### src/rtl/bcd_seg_scan.sv
// Scanned 7-digit BCD display driver: frame-synchronous snapshot, leading-zero
// blanking, decimal point, registered anode/segment outputs with anti-ghost gap.
module bcd_seg_scan #(
   parameter int   SCAN_DIV   = 12500,
   parameter int   GAP_CYCLES = 2,
   parameter logic AN_ACT     = 1'b1,
   parameter logic SEG_ACT    = 1'b1
) (
   input  logic       clk,
   input  logic       rst,
   input  logic [3:0] d0,
   input  logic [3:0] d1,
   input  logic [3:0] d2,
   input  logic [3:0] d3,
   input  logic [3:0] d4,
   input  logic [3:0] d5,
   input  logic [3:0] d6,
   input  logic       update,
   input  logic       blank_en,
   input  logic       dp_en,
   input  logic [2:0] dp_pos,
   output logic [7:0] an,
   output logic [6:0] seg,
   output logic       dp,
   output logic       frame_done
);

   localparam int TW = (SCAN_DIV > 1) ? $clog2(SCAN_DIV) : 1;
   localparam logic [TW-1:0] TICK_LAST = TW'(SCAN_DIV - 1);
   localparam logic [TW-1:0] GAP_T     = TW'(GAP_CYCLES);

   logic [TW-1:0]   tick_cnt;
   logic [2:0]      idx;
   logic            pending;
   logic [6:0][3:0] staging;
   logic [6:0][3:0] shadow;
   logic [6:0][3:0] din;
   logic            wrap;
   logic            boundary;
   logic [6:0]      blank;
   logic            upper_zero;
   logic [3:0]      cur_code;
   logic            cur_blank;
   logic [7:0]      an_nxt;
   logic [6:0]      seg_nxt;
   logic            dp_nxt;

   function automatic logic [6:0] seg_decode(input logic [3:0] code);
      logic [6:0] s;
      case (code)
         4'd0:    s = 7'h3F;
         4'd1:    s = 7'h06;
         4'd2:    s = 7'h5B;
         4'd3:    s = 7'h4F;
         4'd4:    s = 7'h66;
         4'd5:    s = 7'h6D;
         4'd6:    s = 7'h7D;
         4'd7:    s = 7'h07;
         4'd8:    s = 7'h7F;
         4'd9:    s = 7'h6F;
         default: s = 7'h40;
      endcase
      return s;
   endfunction

   assign din      = {d6, d5, d4, d3, d2, d1, d0};
   assign wrap     = (tick_cnt == TICK_LAST);
   assign boundary = wrap && (idx == 3'd6);

   // A digit blanks only if it and everything above it is zero and it sits left of the dp.
   always_comb begin
      upper_zero = 1'b1;
      blank      = '0;
      for (int i = 6; i >= 1; i--) begin
         upper_zero = upper_zero && (shadow[i] == 4'd0);
         blank[i]   = blank_en && upper_zero && (!dp_en || (3'(i) > dp_pos));
      end
   end

   always_comb begin
      cur_code  = 4'd0;
      cur_blank = 1'b0;
      for (int i = 0; i < 7; i++) begin
         if (idx == 3'(i)) begin
            cur_code  = shadow[i];
            cur_blank = blank[i];
         end
      end
      an_nxt = '0;
      if (tick_cnt >= GAP_T) an_nxt[idx] = 1'b1;
      seg_nxt = cur_blank ? 7'h00 : seg_decode(cur_code);
      dp_nxt  = dp_en && (dp_pos == idx);
   end

   always_ff @(posedge clk) begin
      if (rst) begin
         tick_cnt   <= '0;
         idx        <= 3'd0;
         pending    <= 1'b0;
         staging    <= '0;
         shadow     <= '0;
         an         <= {8{~AN_ACT}};
         seg        <= {7{~SEG_ACT}};
         dp         <= ~SEG_ACT;
         frame_done <= 1'b0;
      end else begin
         if (wrap) begin
            tick_cnt <= '0;
            idx      <= (idx == 3'd6) ? 3'd0 : idx + 3'd1;
         end else begin
            tick_cnt <= tick_cnt + 1'b1;
         end

         if (update) staging <= din;
         // A request landing on the boundary itself bypasses staging.
         if (boundary) begin
            if (update)       shadow <= din;
            else if (pending) shadow <= staging;
            pending <= 1'b0;
         end else if (update) begin
            pending <= 1'b1;
         end

         an         <= an_nxt ^ {8{~AN_ACT}};
         seg        <= seg_nxt ^ {7{~SEG_ACT}};
         dp         <= dp_nxt ^ ~SEG_ACT;
         frame_done <= boundary;
      end
   end

endmodule
### config.mk
export PLATFORM = sky130hd
export DESIGN_NAME = bcd_seg_scan
export DESIGN_NICKNAME = d
export VERILOG_FILES = /design/src/rtl/bcd_seg_scan.sv
export SDC_FILE = /design/constraint.sdc
export NUM_CORES = 1
export LEC_CHECK = 0
export CAP_MARGIN = 20
export CORE_ASPECT_RATIO = 0.6
export CORE_MARGIN = 4
export CORE_UTILIZATION = 40
export CTS_CLUSTER_SIZE = 24
export DETAILED_ROUTE_END_ITERATION = 16
export PLACE_DENSITY = 0.59
export SLEW_MARGIN = 20
export SYNTH_ARGS = -nofsm -noshare
export SYNTH_HDL_FRONTEND = slang
export SYNTH_SLANG_ARGS = --single-unit
### constraint.sdc
create_clock -name clk -period 4.2 [get_ports clk]
set_clock_uncertainty 0.05 [all_clocks]
set_input_delay 0.84 -clock clk [delete_from_list [all_inputs] [get_ports clk]]
set_output_delay 0.84 -clock clk [all_outputs]
set_load 0.05 [all_outputs]
# ---- Word-level counts from Yosys, hierarchy flattened
# Memories as Yosys holds them, arrays and structs flattened. A register that Yosys moved wholly into a read port is not among the register bits.
# Cells that the tools add are included.
dict set report totals {
  register_bits 84
  rom_bits 112
  in_bits 36
  out_inout_bits 17
  memories 1
}
# memory depth word_bits rd rd_ports_with_merged_regs wr line
set memory_table {}
lappend memory_table {{(no name shown)} 16 7 1 1 0 50} ;# case (code)
dict set report classes {
  n_addsub 2
  order_cmp 9
  n_eq_ne 8
  n_mux 18
  n_bitwise 1
  n_reduce_logical 40
}
# cell count
set ops {}
lappend ops {{2-to-1 mux 28 bit} 2}
lappend ops {{2-to-1 mux 4 bit} 7}
lappend ops {{zero test 4 bit} 6}
lappend ops {{logical AND 1 bit} 20}
lappend ops {{adder 14 x 1 -> 14 bit (second input constant)} 1}
lappend ops {{== test 14 bit (second input constant)} 1}
lappend ops {{>= comparator 14 x 2 -> 1 bit (second input constant)} 1}
lappend ops {{== test 3 bit (second input constant)} 3}
lappend ops {{greater-than comparator 3 bit (first input constant)} 3}
lappend ops {{OR reduction 2 bit} 4}
lappend ops {{2-to-1 mux 1 bit} 7}
lappend ops {{== test 3 x 2 -> 1 bit (second input constant)} 2}
lappend ops {{greater-than comparator 2 x 3 -> 1 bit (first input constant)} 2}
lappend ops {{logical OR 1 bit} 6}
lappend ops {{less-than comparator 3 x 4 -> 1 bit (second input constant)} 1}
lappend ops {{adder 3 x 1 -> 3 bit (second input constant)} 1}
lappend ops {{demux 1 bit (select 3 bit)} 1}
lappend ops {{== test 3 x 1 -> 1 bit (second input constant)} 1}
lappend ops {{== test 3 bit} 1}
lappend ops {{>= comparator 3 x 1 -> 1 bit (second input constant)} 1}
lappend ops {{greater-than comparator 1 x 3 -> 1 bit (first input constant)} 1}
lappend ops {{zero test 3 bit} 1}
lappend ops {{2-to-1 mux 3 bit} 1}
lappend ops {{AND reduction 2 bit} 1}
lappend ops {{3 further kinds} 3}

# ---- Depth between registers and ports, before layout
# Gate-level depths: netlist of run 1.
dict set report logic_depth {
  ltp_word 15
  ltp_mapped 15
}

# ---- Worst setup path after synthesis of run 1
# No wires, ideal clock.
dict set report synth_path {
  path_kind {reg-to-reg}
  start {register idx[2]}
  end {register seg[2]}
  setup_time_ps 112
  arrival_time_ps 2863
  path_slack_ps 1175
  stages_incl_launch_ff 12
  n_path_buf 3
  synth_period_minus_slack_ps 3025
  path_cell_list {dfxtp_1 clkbuf_1 clkbuf_1 inv_1 ha_1 clkbuf_1 or2_2 a211o_1 a32oi_2 inv_1 and3_1 a2111oi_1}
}
dict set report synth_via {
  elab_chain_len 8
  elab_cells_between_ends 21
  classes_between {eq/ne (6); mux (13); reduce/logical (2)}
}
# element line
set synth_lines {}
lappend synth_lines {{start: declaration} 33} ;# logic [2:0] idx;
lappend synth_lines {{start signal: assignment} 109} ;# idx <= (idx == 3'd6) ? 3'd0 : idx + 3'd1;
lappend synth_lines {{== test 3 x 1 -> 1 bit or zero test 3 bit (tied branches)} 84} ;# if (idx == 3'(i)) begin
lappend synth_lines {{2-to-1 mux 1 bit or 2-to-1 mux 4 bit (tied branches) (6 in series)} 84}
lappend synth_lines {{OR reduction 2 bit (no source line) or 2-to-1 mux 4 bit (tied branches)} -}
lappend synth_lines {{end: declaration} 23} ;# output logic [6:0] seg,
# Several ways; a longest one is shown, not always the timed one.
# A chain may end at the register's enable or synchronous reset.

# ---- Worst setup path after layout of run 1
dict set report layout_path {
  start {register idx[0]}
  end {register seg[2]}
}
# The elaborated chain is that of the path after synthesis.

==> impl_metrics.tcl, run 1 <==
set metrics [dict create \
    clkPwrFrac 0.434 \
    n_antenna_cell 0 \
    grt_max_degree 63 \
    fp.coreArea_um2 9840 \
    max_freq_mhz 310 \
    cts_setup_buffers 0 \
    rsz0062_at_grt "false" \
    drv_cap 0 \
    ys_seq_area_frac 0.453 \
    cp-start-kind "flip-flop" \
    p_total_mw 1.82 \
    drc 0 \
    p_seq_frac 0.490 \
    fillCellCount 897 \
    endpoint_kind "flip-flop" \
    drtAntennaViolNets 0 \
    die_y_um 85.6 \
    fin_crit_sh 0.769 \
    dieWidth_um 137 \
    hpwl_mm 6.63 \
    grt_pass1_wl_mm 14.8 \
    vias_per_cell 5.04 \
    synth_seq_cells 91 \
    cts.path.max_buffers 2 \
    synth_fp_nets 468 \
    fp-row-count 28 \
    worstSetupPathType "flip-flop to flip-flop" \
    syn_area_um2 4020 \
    cp.arrival_ns 3.38 \
    area_delta_synth_final_pct 22.5 \
    avgRoutedWirePerCell_um 14.9 \
    htreeDepth 3 \
    place_congestion 0.873 \
    pwr-share-comb 0.075 \
    first_pass_iters 4 \
    ys_warn_count 0 \
    leakage_nw 1.83 \
    cts-buffers-inserted 9 \
    synth_edf_count 0 \
    grt_busiest_layer "met1" \
    cts_resized 0 \
    grt_antenna_before_repair 0 \
    peakVddDrop_mv 0.252 \
    die-area_um2 11800 \
    io_pins 53 \
    dr_total_vias 3056 \
    critPathMaxFanout 25 \
    finalHoldViolCount 0 \
    worstPathRequired_ns 4.35 \
    grt_use_total 0.162 \
    use_met2 0.207 \
    relSlewSlack 0.441 \
    layout_commonest_cell "dfxtp_1" \
    netlist_instances 423 \
    avgSynthCellArea_um2 9.50 \
    gr-total-overflow 0 \
    grt_pass1_vias 2874 \
    p_switching_uw 401 \
    drive_gt1_frac 0.119 \
    clock-sinks 91 \
    clk_latency_ns 0.34 \
    clk_pin_slew_ns 0.06 \
    layout_common_cells "dfxtp_1 (91), nor2_1 (83), clkdlybuf4s50_1 (50)" \
    status "complete, no violations" \
    hold_path.class "flip-flop to flip-flop" \
    worst_pin_slew_ns 0.837 \
    cts_hold_buffers 0 \
    drt_iter0_markers 203 \
    portBuffers 52 \
    drv_slew 0 \
    finalNetCount 511 \
    p_sw_frac 0.220 \
    p_int_mw 1.42 \
    synthFlopType "dfxtp_1" \
    cts_root_buf "clkbuf_16" \
    finalSetupViolations 0 \
    met1_usage 0.256 \
    synth_cell_type_count 53 \
    drt_wl_total_mm 9.04 \
    async_reset_ff_frac 0 \
    tns_ns 0 \
    start_util 0.408 \
    min_period_ns 3.23 \
    cts_tree "yes" \
    met3_usage 0.0510 \
    pwr_density_cell_nw_per_um2 371 \
]
## sequential cells by signal, indices dropped and copies added (netlist names)
register / count
shadow: 28
staging: 28
tick_cnt: 14
an: 8
seg: 7
idx: 3
dp: 1
frame_done: 1
pending: 1
## power by group through the flow
stage | combinational (mW) | clock, mW | sequential (mW)
after global routing | 0.150 | 0.862 | 0.897
after floorplan | 0.0632 | 0 | 0.928
after detailed placement | 0.138 | 0 | 0.914
after global placement | 0.137 | 0 | 0.914
after CTS | 0.139 | 0.813 | 0.895
final | 0.138 | 0.793 | 0.895
## final timing paths
check        slack [ns]                     end                   start  cells after the start
min reg2reg        0.43  tick_cnt[0]$_SDFF_PP0_  tick_cnt[0]$_SDFF_PP0_                      1
min                0.43  tick_cnt[0]$_SDFF_PP0_  tick_cnt[0]$_SDFF_PP0_                      1
max reg2reg        0.97       seg[2]$_SDFF_PP0_     idx[0]$_SDFFE_PP0N_                      9
max                0.97       seg[2]$_SDFF_PP0_     idx[0]$_SDFFE_PP0N_                      9
## cell type report
type	instances	area [um^2]	area share
Clock buffer	12	246	0.0501
Clock inverter	4	50.0	0.0102
Inverter	12	45.0	0.00915
Multi-Input combinational cell	293	2020	0.410
Sequential cell	91	1820	0.370
Tap cell	135	169	0.0343
Timing Repair Buffer	59	576	0.117
## kinds of logic after synthesis
group,Yosys count,synth area share
DFF,91,0.453
AOI/OAI and AO/OA,71,0.155
adders and majority gates,9,0.0280
and+or+nand+nor,161,0.192
xor gates and xnor gates,16,0.0349
buffers and inverters,39,0.0461
muxes,36,0.0906
## metal layers
layer / routed length [um] / vias to the layer above
met5: 0 / -
met4: 97 / 0
met3: 635 / 11
met2: 3270 / 79
met1: 5030 / 1383
li1: - / 1583
## worst max-delay path: stages (launching register included)
cell	delay, ns
dfxtp_1	0.87
and2_1	0.24
ha_1	0.34
nor2b_1	0.18
a21oi_1	0.05
a22oi_1	0.45
inv_1	0.16
ha_1	0.21
and3_1	0.15
a2111oi_1	0.40
## stage by stage
stage                     hold WS (ns)  utilization  setup slack [ns]  std cells  cell area, um^2
final                            0.430        0.500             0.971        606             4920
after CTS                        0.440        0.500              1.03        606             4920
after detailed placement         0.425        0.470              1.12        590             4630
after global routing             0.476        0.500             0.708        606             4920
after floorplan                  0.391            -              1.17        423             4020
after global placement           0.418        0.470              1.16        590             4630
## cells in the mapped netlist, types with 3 or more instances
cell type  count  area, um^2
nor2b_1        6        37.5
ha_1           9         113
nand3b_1       3        22.5
nand2b_1       3        18.8
buf_6          3        33.8
mux2_2         3        33.8
nor4_1         6        37.5
inv_1         12        45.0
o32ai_1        4        35.0
a211oi_2      20         250
or2_2          4        25.0
nand4_1        3        18.8
a211oi_1      10        75.1
nand3_1       11        55.1
xor2_1        10        87.6
mux2i_1       33         330
nor3_1         9        45.0
o21ai_0        9        45.0
a21oi_1        7        35.0
dfxtp_1       91        1820
buf_4          4        30.0
nor2_1        83         312
clkbuf_1      18        67.6
xnor2_1        6        52.6
and3_1         6        37.5
nand2_1       14        52.6
a22oi_1        3        22.5
(Power assumes the default switching activity.)
==> inputs of run 2 (changes only) <==
--- a/config.mk
+++ b/config.mk
@@ -11,7 +11,7 @@
 export CORE_UTILIZATION = 40
 export CTS_CLUSTER_SIZE = 24
 export DETAILED_ROUTE_END_ITERATION = 16
-export PLACE_DENSITY = 0.59
+export PLACE_DENSITY = 0.61
 export SLEW_MARGIN = 20
 export SYNTH_ARGS = -nofsm -noshare
 export SYNTH_HDL_FRONTEND = slang
==> constraint.sdc (replaced) <==
create_clock -name clk -period 2.8 [get_ports clk]
set_clock_uncertainty 0.05 [all_clocks]
set_input_delay 0.56 -clock clk [delete_from_list [all_inputs] [get_ports clk]]
set_output_delay 0.56 -clock clk [all_outputs]
set_load 0.05 [all_outputs]
==> impl_metrics.tcl, run 2 (synthesized netlist as in run 1, its figures left out) <==
set metrics [dict create \
    cts-buffers-inserted 9 \
    hold_path.class "flip-flop to flip-flop" \
    rrSetupSlack_ns 0.22 \
    drv_slew 0 \
    drive_gt1_frac 0.144 \
    status "complete, no violations" \
    fp.coreArea_um2 9840 \
    dieWidth_um 137 \
    finalSetupViolations 0 \
    min_period_ns 2.58 \
    drc 0 \
    io_pins 53 \
    dpl_worst_slack_ns 0.219 \
    critPathMaxFanout 9 \
    drt_wl_total_mm 9.21 \
    die-area_um2 11800 \
    place_congestion 0.911 \
    gr-total-overflow 0 \
    layout_commonest_cell "dfxtp_1" \
    cp.arrival_ns 2.74 \
    cts_tree "yes" \
    fillCellCount 910 \
    worstPathRequired_ns 2.96 \
    drtAntennaViolNets 0 \
    grt_antenna_before_repair 0 \
    grt_use_total 0.168 \
    setup_ws_ns 0.221 \
    relSlewSlack 0.512 \
    cts.path.max_buffers 2 \
    worst_pin_slew_ns 0.732 \
    avgRoutedWirePerCell_um 15.0 \
    area_delta_synth_final_pct 24.9 \
    leakage_nw 1.88 \
    peakVddDrop_mv 0.291 \
    rsz0062_at_grt "false" \
    start_util 0.408 \
    layout_common_cells "dfxtp_1 (91), nor2_1 (83), clkdlybuf4s50_1 (50)" \
    endpoint_kind "flip-flop" \
    cts_root_buf "clkbuf_16" \
    reg_top3 "shadow: 28 flops, staging: 28 flops, tick_cnt: 14 flops" \
    place_area_um2 4710 \
    final_area_um2 5020 \
    first_pass_iters 5 \
    cp-start-kind "flip-flop" \
    drt_iter0_markers 184 \
    hold_ws_ns 0.427 \
    dr_total_vias 3096 \
    clk_pin_slew_ns 0.06 \
    htreeDepth 3 \
    finalNetCount 520 \
    cts_hold_buffers 0 \
    cts_resized 0 \
    pwr_density_cell_nw_per_um2 556 \
    n_antenna_cell 0 \
    clk_latency_ns 0.34 \
    vias_per_cell 5.03 \
    multi_input_area_um2 2030 \
    grt_pass1_wl_mm 15.6 \
    drv_cap 0 \
    worstSetupPathType "flip-flop to flip-flop" \
    finalHoldViolCount 0 \
    max_freq_mhz 388 \
    portBuffers 52 \
    fin_crit_sh 0.921 \
    hpwl_mm 6.75 \
    die_y_um 85.6 \
    grt_max_degree 63 \
    fp-row-count 28 \
    grt_pass1_vias 2967 \
    clock-sinks 91 \
    cts_setup_buffers 0 \
    seq_area_um2 1820 \
]
[run 2: critical path, cell delays in order, from the launching register on]
cell and delay (ns):
dfxtp_1 0.39, and2_1 0.18, ha_1 0.18, or2_2 0.28, a211o_1 0.29, a32oi_2 0.37
inv_1 0.15, and3_1 0.19, a2111oi_1 0.39
[run 2: area by class of cell]
type,instances,area share
Timing Repair Buffer,68,0.128
Multi-Input combinational cell,293,0.404
Sequential cell,91,0.363
Clock inverter,5,0.0122
Clock buffer,11,0.0503
Tap cell,135,0.0336
Inverter,12,0.00897
[run 2: stage by stage]
stage | power (mW) | setup TNS [ns] | util | cells
floorplan | 1.49 | -0.0828 | - | 423
finish | 2.79 | 0 | 0.510 | 615
CTS | 2.82 | 0 | 0.510 | 615
global route | 2.91 | 0 | 0.510 | 615
detailed placement | 1.58 | 0 | 0.478 | 599
global placement | 1.58 | 0 | 0.478 | 599
[run 2: worst paths after layout]
check / from / endpoint / cells past startpoint
max reg2reg: idx[0]$_SDFFE_PP0N_ / seg[2]$_SDFF_PP0_ / 8
min reg2reg: tick_cnt[0]$_SDFF_PP0_ / tick_cnt[0]$_SDFF_PP0_ / 1
min: tick_cnt[0]$_SDFF_PP0_ / tick_cnt[0]$_SDFF_PP0_ / 1
max: idx[0]$_SDFFE_PP0N_ / seg[2]$_SDFF_PP0_ / 8
[run 2: report_power, final]
| group | switching, mW | internal [mW] |
|---|---|---|
| Combinational | 0.114 | 0.0937 |
| Clock | 0.499 | 0.741 |
| Sequential | 0.0126 | 1.33 |
[run 2: layer usage]
layer,vias to the layer above,global-route usage,share of wire
li1,1586,-,-
met1,1397,0.264,0.54
met2,102,0.213,0.37
met3,11,0.0592,0.081
met4,0,0.0408,0.011
met5,-,0,0
==> inputs of run 3 (changes only) <==
--- a/config.mk
+++ b/config.mk
@@ -5,6 +5,7 @@
 export SDC_FILE = /design/constraint.sdc
 export NUM_CORES = 1
 export LEC_CHECK = 0
+export ABC_AREA = 1
 export CAP_MARGIN = 20
 export CORE_ASPECT_RATIO = 0.6
 export CORE_MARGIN = 4
==> impl_metrics.tcl, run 3 <==
set metrics [dict create \
    dieWidth_um 142 \
    yosysTopAreaCellShare 0.425 \
    cts_resized 0 \
    crit_top_cell "nand2_1" \
    drt_iter0_markers 297 \
    drtAntennaViolNets 0 \
    netlist_instances 594 \
    cp.arrival_ns 2.68 \
    dr_total_vias 3753 \
    place_congestion 0.871 \
    clock-sinks 91 \
    clk_latency_ns 0.34 \
    avgSynthCellArea_um2 7.21 \
    grt_antenna_before_repair 0 \
    fp.coreArea_um2 10200 \
    relSlewSlack 0.611 \
    worstPathRequired_ns 3.02 \
    synth_common_cells "inv_1 (111), dfxtp_1 (91), nand2_1 (87), nor2_1 (67), o21ai_0 (63)" \
    synth_fp_nets 639 \
    drv_cap 0 \
    io_pins 53 \
    synthFlopType "dfxtp_1" \
    min_period_ns 2.46 \
    synth_edf_count 0 \
    p_total_mw 2.83 \
    hold_path.class "flip-flop to flip-flop" \
    die_y_um 88.2 \
    ys_seq_area_frac 0.425 \
    gr-total-overflow 0 \
    cts_root_buf "clkbuf_16" \
    grt_max_degree 57 \
    finalSetupViolations 0 \
    avgRoutedWirePerCell_um 12.7 \
    first_pass_iters 5 \
    rsz0062_at_grt "false" \
    leakage_nw 2.30 \
    n_antenna_cell 0 \
    worstSetupPathType "flip-flop to flip-flop" \
    worst_pin_slew_ns 0.583 \
    reg2reg_from "idx[1]$_SDFFE_PP0N_" \
    endpoint_kind "flip-flop" \
    critPathLaunch "idx[1]$_SDFFE_PP0N_" \
    grt_pass1_vias 3506 \
    max_stage_delay_ns 0.69 \
    drc 0 \
    rrSetupSlack_ns 0.34 \
    reg_top3 "shadow: 28 flops, staging: 28 flops, tick_cnt: 14 flops" \
    fp-row-count 28 \
    min_from "shadow[1]$_SDFFE_PP0P_" \
    htreeDepth 3 \
    area_delta_synth_final_pct 21.6 \
    grt_pass1_wl_mm 16.8 \
    cts.path.max_buffers 2 \
    cts_setup_buffers 0 \
    async_reset_ff_frac 0 \
    drive_gt1_frac 0.0836 \
    critPathMaxFanout 11 \
    grt_use_total 0.168 \
    crit_buf_inv 2 \
    yosys.cell_count.top_type "inv_1" \
    path_delay_family "flip-flops" \
    max_freq_mhz 407 \
    start_util 0.422 \
    peakVddDrop_mv 0.392 \
    drv_slew 0 \
    die-area_um2 12500 \
    fin_crit_sh 0.878 \
    cts-buffers-inserted 9 \
    layout_common_cells "inv_1 (111), dfxtp_1 (91), nand2_1 (87)" \
    path_cells "nand2_2 > nor2_4 > inv_2 > o21ai_2 > nor2_1 > a21oi_4 > inv_1 > ha_1 > nand3_1 > nand2_1 > nand2_1 > a21oi_1" \
    hpwl_mm 7.52 \
    finalNetCount 686 \
    pwr_density_cell_nw_per_um2 544 \
    ys_warn_count 0 \
    crit_slowest_cell "dfxtp_1" \
    synth_cell_type_count 39 \
    cp-start-kind "flip-flop" \
    finalHoldViolCount 0 \
    clk_pin_slew_ns 0.07 \
    vias_per_cell 4.81 \
    portBuffers 52 \
    synth_seq_cells 91 \
    cts_hold_buffers 0 \
    synth_top_cell_by_area "dfxtp_1" \
    tns_ns 0 \
    synthTopCellsByArea "dfxtp_1 (43%), inv_1 (9.7%), nand2_1 (7.6%), o21ai_0 (7.4%), nor2_1 (5.9%)" \
    syn_area_um2 4280 \
    cts_tree "yes" \
    status "complete, no violations" \
    drt_wl_total_mm 9.90 \
    layout_commonest_cell "inv_1" \
]
## run 3: changes by cell type after synthesis, moves of 16 or more
cell      change
a211oi_2     -20
a21oi_1      +43
inv_1        +99
mux2i_1      -33
nand2_1      +73
nor2_1       -16
o21ai_0      +54
## run 3: kinds of logic (layout without fill, tap and decap cells)
kind of cell,Yosys count,count (layout),synth area share
adders and majority gates,9,9,0.0263
DFF,91,91,0.425
buffers and inverters,140,192,0.138
and+or+nand+nor,220,220,0.235
AOI/OAI and AO/OA,132,132,0.172
xor gates and xnor gates,2,2,0.00409
## run 3: final cells by class
cell class	count	area [um^2]
inverter	116	438
multi-input combinational	363	1870
tap	135	169
clock buffer	11	253
clock inverter	5	60.1
fill	1000	4950
timing repair buffer	60	593
sequential	91	1820
## run 3: worst register-to-register path, stage by stage (launching register included)
cell,delay (ns)
dfxtp_1,0.69
nand2_2,0.17
nor2_4,0.20
inv_2,0.16
o21ai_2,0.08
nor2_1,0.08
a21oi_4,0.22
inv_1,0.12
ha_1,0.29
nand3_1,0.09
nand2_1,0.08
nand2_1,0.05
a21oi_1,0.12
## run 3: through the flow
stage          cells   util  cell area [um^2]  hold slack, ns  setup WS, ns
2_1_floorplan    594      -              4280           0.374         0.689
3_3_place_gp     765  0.482              4890           0.388         0.406
3_5_place_dp     765  0.482              4890           0.389         0.377
4_1_cts          781  0.513              5210           0.404         0.354
5_1_grt          781  0.513              5210           0.425         0.129
6_report         781  0.513              5210           0.400         0.342
## run 3: path summary, 6_finish.rpt
path,end,cells past startpoint
worst min register to register,shadow[1]$_SDFFE_PP0P_,2
worst min-delay path,shadow[1]$_SDFFE_PP0P_,2
worst max register to register,seg[3]$_SDFF_PP0_,12
worst max-delay path,seg[3]$_SDFF_PP0_,12
## run 3: report_power, final
group          internal (mW)  total (mW)  switching [mW]
registers               1.33        1.35          0.0125
logic                 0.0993       0.232           0.133
clock network          0.744        1.25           0.509
## run 3: layer usage
metal,global-route usage,wire length (um)
met5,0,0
met3,0.0426,646
met2,0.229,3660
met4,0.0357,72
met1,0.262,5520
==> RTL edit 1: new RTL, flow settings as in run 2 <==
The output `frame_done` loses its register stage (`frame_done` becomes a continuous assignment).
--- a/src/rtl/bcd_seg_scan.sv
+++ b/src/rtl/bcd_seg_scan.sv
@@ -102,7 +102,6 @@
          an         <= {8{~AN_ACT}};
          seg        <= {7{~SEG_ACT}};
          dp         <= ~SEG_ACT;
-         frame_done <= 1'b0;
       end else begin
          if (wrap) begin
             tick_cnt <= '0;
@@ -124,8 +123,9 @@
          an         <= an_nxt ^ {8{~AN_ACT}};
          seg        <= seg_nxt ^ {7{~SEG_ACT}};
          dp         <= dp_nxt ^ ~SEG_ACT;
-         frame_done <= boundary;
       end
    end
 
+   assign frame_done = boundary;
+
 endmodule
Behaviour: no difference found for any inputs over 10 cycles, from zero or initial values and one cycle with rst high; that may be too few to reach the edited logic, so the function may still have changed.
==> RTL edit 1 against run 2 <==
Final area shrank 1.6%. Die area decreased by 1.0%. Setup slack worse by 0.011 ns. Critical path type is now reg2out. Global-route usage shrank 1.3 points. Highest routed layer unchanged. Sequential cell count down 1. Total power increased by 0.63%. Fmax fell by 0.41%. Area after synthesis decreased by 1.1%. Wire length fell by 5.9%.
==> RTL edit 1: results (changes against run 2) <==
.. list-table::
   :header-rows: 1

   * - Metric
     - Value
   * - Leading post-synthesis cells by cell area
     - sky130_fd_sc_hd__dfxtp_1 45%, sky130_fd_sc_hd__mux2i_1 9.1%, sky130_fd_sc_hd__nor2_1 7.9%, sky130_fd_sc_hd__a211oi_2 6.3%, sky130_fd_sc_hd__ha_1 2.8%
   * - Detailed Route Iter0 Violations
     - 204 (+11%)
   * - Count of inserted antenna diode cells
     - 0 (unchanged)
   * - Most frequent cells after synthesis
     - 90 x sky130_fd_sc_hd__dfxtp_1, 84 x sky130_fd_sc_hd__nor2_1, 36 x sky130_fd_sc_hd__mux2i_1
   * - Maximum vdd ir drop
     - 0.000338 V (+16%)
   * - Number of buffers added by the clock tree synthesis step
     - 9 (unchanged)
   * - Setup Buffers After CTS
     - 0 (unchanged)
   * - Net count, final
     - 514 (-1.2%)
   * - Global-route usage over all layers
     - 15.5% (-1.3 points)
   * - Part of the Yosys area used for sequential elements
     - 45.3% (about the same)
   * - Number of global-route vias before repair
     - 2824 (-4.8%)
   * - Post-CTS resize count
     - 0 (unchanged)
   * - Share of async-settable or async-resettable flops after synthesis
     - 0% (unchanged)
   * - Path type of the worst min-delay path
     - reg2reg
   * - Number of enable-type register cells in the synthesized netlist
     - 0 (unchanged)
   * - Input/output buffers
     - 52 (unchanged)
   * - Regs by FF count
     - shadow x28, staging x28, tick_cnt x14
   * - Clk root buf
     - sky130_fd_sc_hd__clkbuf_16
   * - Outcome
     - finished clean
   * - Number of antenna violations at the first check in global routing
     - 0 (unchanged)
   * - Number of library cell types mapped by synthesis
     - 54 (+1.9%)
   * - Wire length of the first global-routing pass
     - 14300 um (-8.1%)
   * - Routed length per instance
     - 14.4 um (-4.2%)
   * - Sw Pwr
     - 592 uW (-5.4%)
   * - Pin count of the biggest net entering global routing
     - 57 (-9.5%)
   * - H-Tree Level Count
     - 3 (unchanged)
   * - Detail Placement HPWL
     - 6400 um (-5.1%)
   * - Slew at the pin closest to its max-slew limit
     - 0.773 ns (+0.0412 ns)
   * - Yosys warning count
     - 0 (unchanged)
   * - Later-pin clock latency in the skew report
     - about 0.33 ns
   * - Deepest clock path buffer count
     - 2 (unchanged)
   * - Data arrival time at the worst-slack endpoint
     - 1.98 ns (-0.76 ns)
   * - Final weighted congestion in routability-driven placement
     - 0.858 (-5.8%)
   * - Static leakage
     - 0.00187 uW (-0.50%)
   * - Number of vias per cell after detailed routing
     - 5.18 (+2.9%)
   * - Filler Cells Inserted
     - 874 (-4.0%)
   * - Net count after synthesis
     - 466 (-0.43%)
   * - Fraction of layout cells with a size suffix above 1
     - 12.2% (-2.1 points)
   * - Number of optimization iterations in the first detailed-route pass
     - 5 (unchanged)
   * - Maximum net fanout on the critical path
     - 5 (-4)
   * - Clock transition time at the flip-flop clock pins of the worst setup and hold paths
     - 0.06 ns (about the same)
## RTL edit 1: cell count changes in the layout (fill, tap and decap cells not counted), sizes merged, moves of 4 or more
cell,change
nand3,-5
a31oi,+5
o21ai,+4
o32ai,-4
## RTL edit 1: critical path: stages, from the launching register on
cell and delay, ns:
sky130_fd_sc_hd__dfxtp_1 0.35, sky130_fd_sc_hd__or4_4 0.57, sky130_fd_sc_hd__nor4_4 0.34, sky130_fd_sc_hd__and2_4 0.25
sky130_fd_sc_hd__buf_12 0.14
## RTL edit 1: cells by family after synthesis
| kind of cell | Yosys count | synth area share, % |
|---|---|---|
| XOR/XNOR | 16 | 3.53 |
| buffers and inverters | 39 | 4.72 |
| adder cells (fa/ha/maj) | 9 | 2.83 |
| AO/OA/AOI/OAI | 77 | 16.1 |
| multiplexers | 38 | 9.63 |
| flip-flops | 90 | 45.3 |
| AND/OR/NAND/NOR | 152 | 17.9 |
## RTL edit 1: layer usage
layer	up-vias	wire length, um	track usage [%]
met2	97	3240	20.0
met3	11	603	4.50
li1	1575	-	-
met4	0	110	4.57
met1	1445	4710	24.2
met5	-	0	0
## RTL edit 1: power by group through the flow
stage	Combinational, uW	Sequential, uW	Clock [uW]
floorplan	96.9	1380	0
finish	206	1330	1270
CTS	209	1330	1310
global route	227	1330	1370
global placement	204	1360	0
detailed placement	208	1360	0
## RTL edit 1: through the flow
step                hold slack (ns)  util [%]  area (sq um)  instances  setup slack (ns)
floorplan                     0.403         -          3980        421            0.0187
global placement              0.423      49.0          4620        588             0.325
detailed placement            0.435      49.0          4620        588             0.283
CTS                           0.452      52.4          4940        604             0.196
global route                  0.489      52.4          4940        604             0.131
finish                        0.448      52.4          4940        604             0.210
## RTL edit 1: path summary, 6_finish.rpt
kind                     end   startpoint  depth (start not counted)  slack, ns
setup reg to reg      seg[5]       idx[0]                          8       0.33
setup / recovery  frame_done  tick_cnt[9]                          4       0.21
hold reg to reg      pending      pending                          2       0.45
hold / removal       pending      pending                          2       0.45
## RTL edit 1: layout make-up
| class | count | area, sq um | share of cell area [%] |
|---|---|---|---|
| multi-input cells | 292 | 1990 | 40.2 |
| clock buffers | 12 | 246 | 4.99 |
| well taps | 130 | 163 | 3.29 |
| repair buffers | 64 | 623 | 12.6 |
| clock inverters | 4 | 73.8 | 1.49 |
| inverters | 12 | 45.0 | 0.912 |
| flip-flops and latches | 90 | 1800 | 36.5 |
==> RTL edit 2: new RTL, flow settings as in run 2 <==
Made on the original files. Change the parameter `SCAN_DIV` from 12500 to 6250.
--- a/src/rtl/bcd_seg_scan.sv
+++ b/src/rtl/bcd_seg_scan.sv
@@ -1,7 +1,7 @@
 // Scanned 7-digit BCD display driver: frame-synchronous snapshot, leading-zero
 // blanking, decimal point, registered anode/segment outputs with anti-ghost gap.
 module bcd_seg_scan #(
-   parameter int   SCAN_DIV   = 12500,
+   parameter int   SCAN_DIV   = 6250,
    parameter int   GAP_CYCLES = 2,
    parameter logic AN_ACT     = 1'b1,
    parameter logic SEG_ACT    = 1'b1
Formal check against the unedited RTL: no difference found for any inputs over 10 cycles, from zero or initial values and one cycle with rst high; that may be too few to reach the edited logic, so the function may still have changed.
==> RTL edit 2 against run 2 <==
Non-clock buffer count is 4 lower. Wire length is 0.86% lower. Synthesized cell count is 0.95% lower. Core utilization is 1.4 points higher. Sequential cell count is 1 lower. Critical path depth is 1 lower. Count of clock-buffer cells in the layout is 2 higher. Final area is 1.3% lower. Area after synthesis is 0.12% lower. Total power is 0.33% lower. First-iteration DRC count is 29% lower. Setup slack better by 0.11 ns. Via count is 0.94% lower. Largest cell class unchanged. Largest power group unchanged.
==> RTL edit 2: results (changes against run 2) <==
.. list-table::
   :header-rows: 1

   * - Metric
     - Value
   * - Cell family contributing the most delay on the critical path
     - simple AND/OR/NAND/NOR gates
   * - Fraction of cell area in non-clock buffers
     - 12.1% (-0.68 points)
   * - Depth of the worst hold-timing path
     - 2 (+1)
   * - Most frequent cells after synthesis
     - 90 x sky130_fd_sc_hd__dfxtp_1, 69 x sky130_fd_sc_hd__nor2_1, 30 x sky130_fd_sc_hd__mux2i_1
   * - Data arrival time at the worst-slack endpoint
     - 2.69 ns (-0.05 ns)
   * - Setup slack of the most critical reg-to-reg path
     - 0.33 ns (+0.11 ns)
   * - R2r startpoint
     - idx[1]
   * - R2R cell count
     - 7 (-1)
   * - Pwr per Cell Area
     - 562 nW/um^2 (+1.0%)
   * - Part of the Yosys area used for sequential elements
     - 44.9% (-0.44 points)
   * - Share of cell area taken by flip-flops and latches
     - 36.4% (+0.091 points)
   * - Number of vias per cell after detailed routing
     - 5.09 (+1.2%)
   * - Non-Clock Buffer Count
     - 64 (-5.9%)
   * - Maximum net fanout on the critical path
     - 14 (+5)
   * - Comb group
     - 204 uW (-2%)
   * - Startpoint of the most critical hold path
     - tick_cnt[8]
   * - Static leakage
     - 0.00188 uW (about the same)
   * - Number of global-route vias before repair
     - 2952 (-0.51%)
   * - Detail Placement HPWL
     - 6660 um (-1.2%)
   * - Synth Area in Compound Gates
     - 15.1% (-0.39 points)
   * - Pin count of the biggest net entering global routing
     - 29 (-54%)
   * - Slew Limit Headroom
     - 60.7% (+9.5 points)
   * - Multiplexer share of the synthesized area
     - 8.88% (-0.18 points)
   * - Sum of met2 wire segment lengths after detailed routing
     - 3600 um (+7.1%)
   * - Internal portion of total power
     - 2170 uW (+0.43%)
   * - Number of library cell types mapped by synthesis
     - 58 (+9.4%)
   * - Filler Cells Inserted
     - 887 (-2.5%)
   * - Cell with the largest stage delay on the worst path
     - sky130_fd_sc_hd__or4b_4
   * - Maximum vdd ir drop
     - 0.000347 V (+19%)
   * - Fraction of the mapped netlist area in adder cells
     - 3.12% (+0.32 points)
   * - Number of sinks driven by the clock tree
     - 90 (-1.1%)
   * - Net count, final
     - 513 (-1.3%)
   * - Outcome
     - finished clean
   * - Post-Place Cell Area
     - 4640 sq um (-1.5%)
   * - Share of cell area taken by multi-input logic gates
     - 41.1% (+0.75 points)
   * - Met1 Resource Use GR
     - 24.7% (-1.7 points)
   * - Global-route usage over all layers
     - 16.2% (-0.60 points)
   * - Final weighted congestion in routability-driven placement
     - 0.947 (+4.0%)
-- RTL edit 2: changes by cell type after synthesis, sizes merged, moves of 3 or more --
cell    delta
and2       +3
clkbuf     -7
or2        -3
o32ai      -4
nand2b     +3
buf        +7
a31oi      +4
a21oi      +8
inv        -3
nor2       -5
mux2i      -3
nand2      +5
-- RTL edit 2: worst register-to-register path, stage by stage (launching register included) --
cell and delay [ns]:
sky130_fd_sc_hd__dfxtp_1 0.31, sky130_fd_sc_hd__and2_1 0.17, sky130_fd_sc_hd__ha_1 0.36, sky130_fd_sc_hd__or3b_1 0.42, sky130_fd_sc_hd__o221ai_1 0.26, sky130_fd_sc_hd__o21ai_1 0.13
sky130_fd_sc_hd__or4b_4 0.56, sky130_fd_sc_hd__a21oi_1 0.15
-- RTL edit 2: cell families after synthesis --
group	Yosys count
and+or+nand+nor	163
muxes	35
DFF	90
buffers and inverters	36
adders and majority gates	10
xor gates and xnor gates	12
AOI/OAI and AO/OA	73
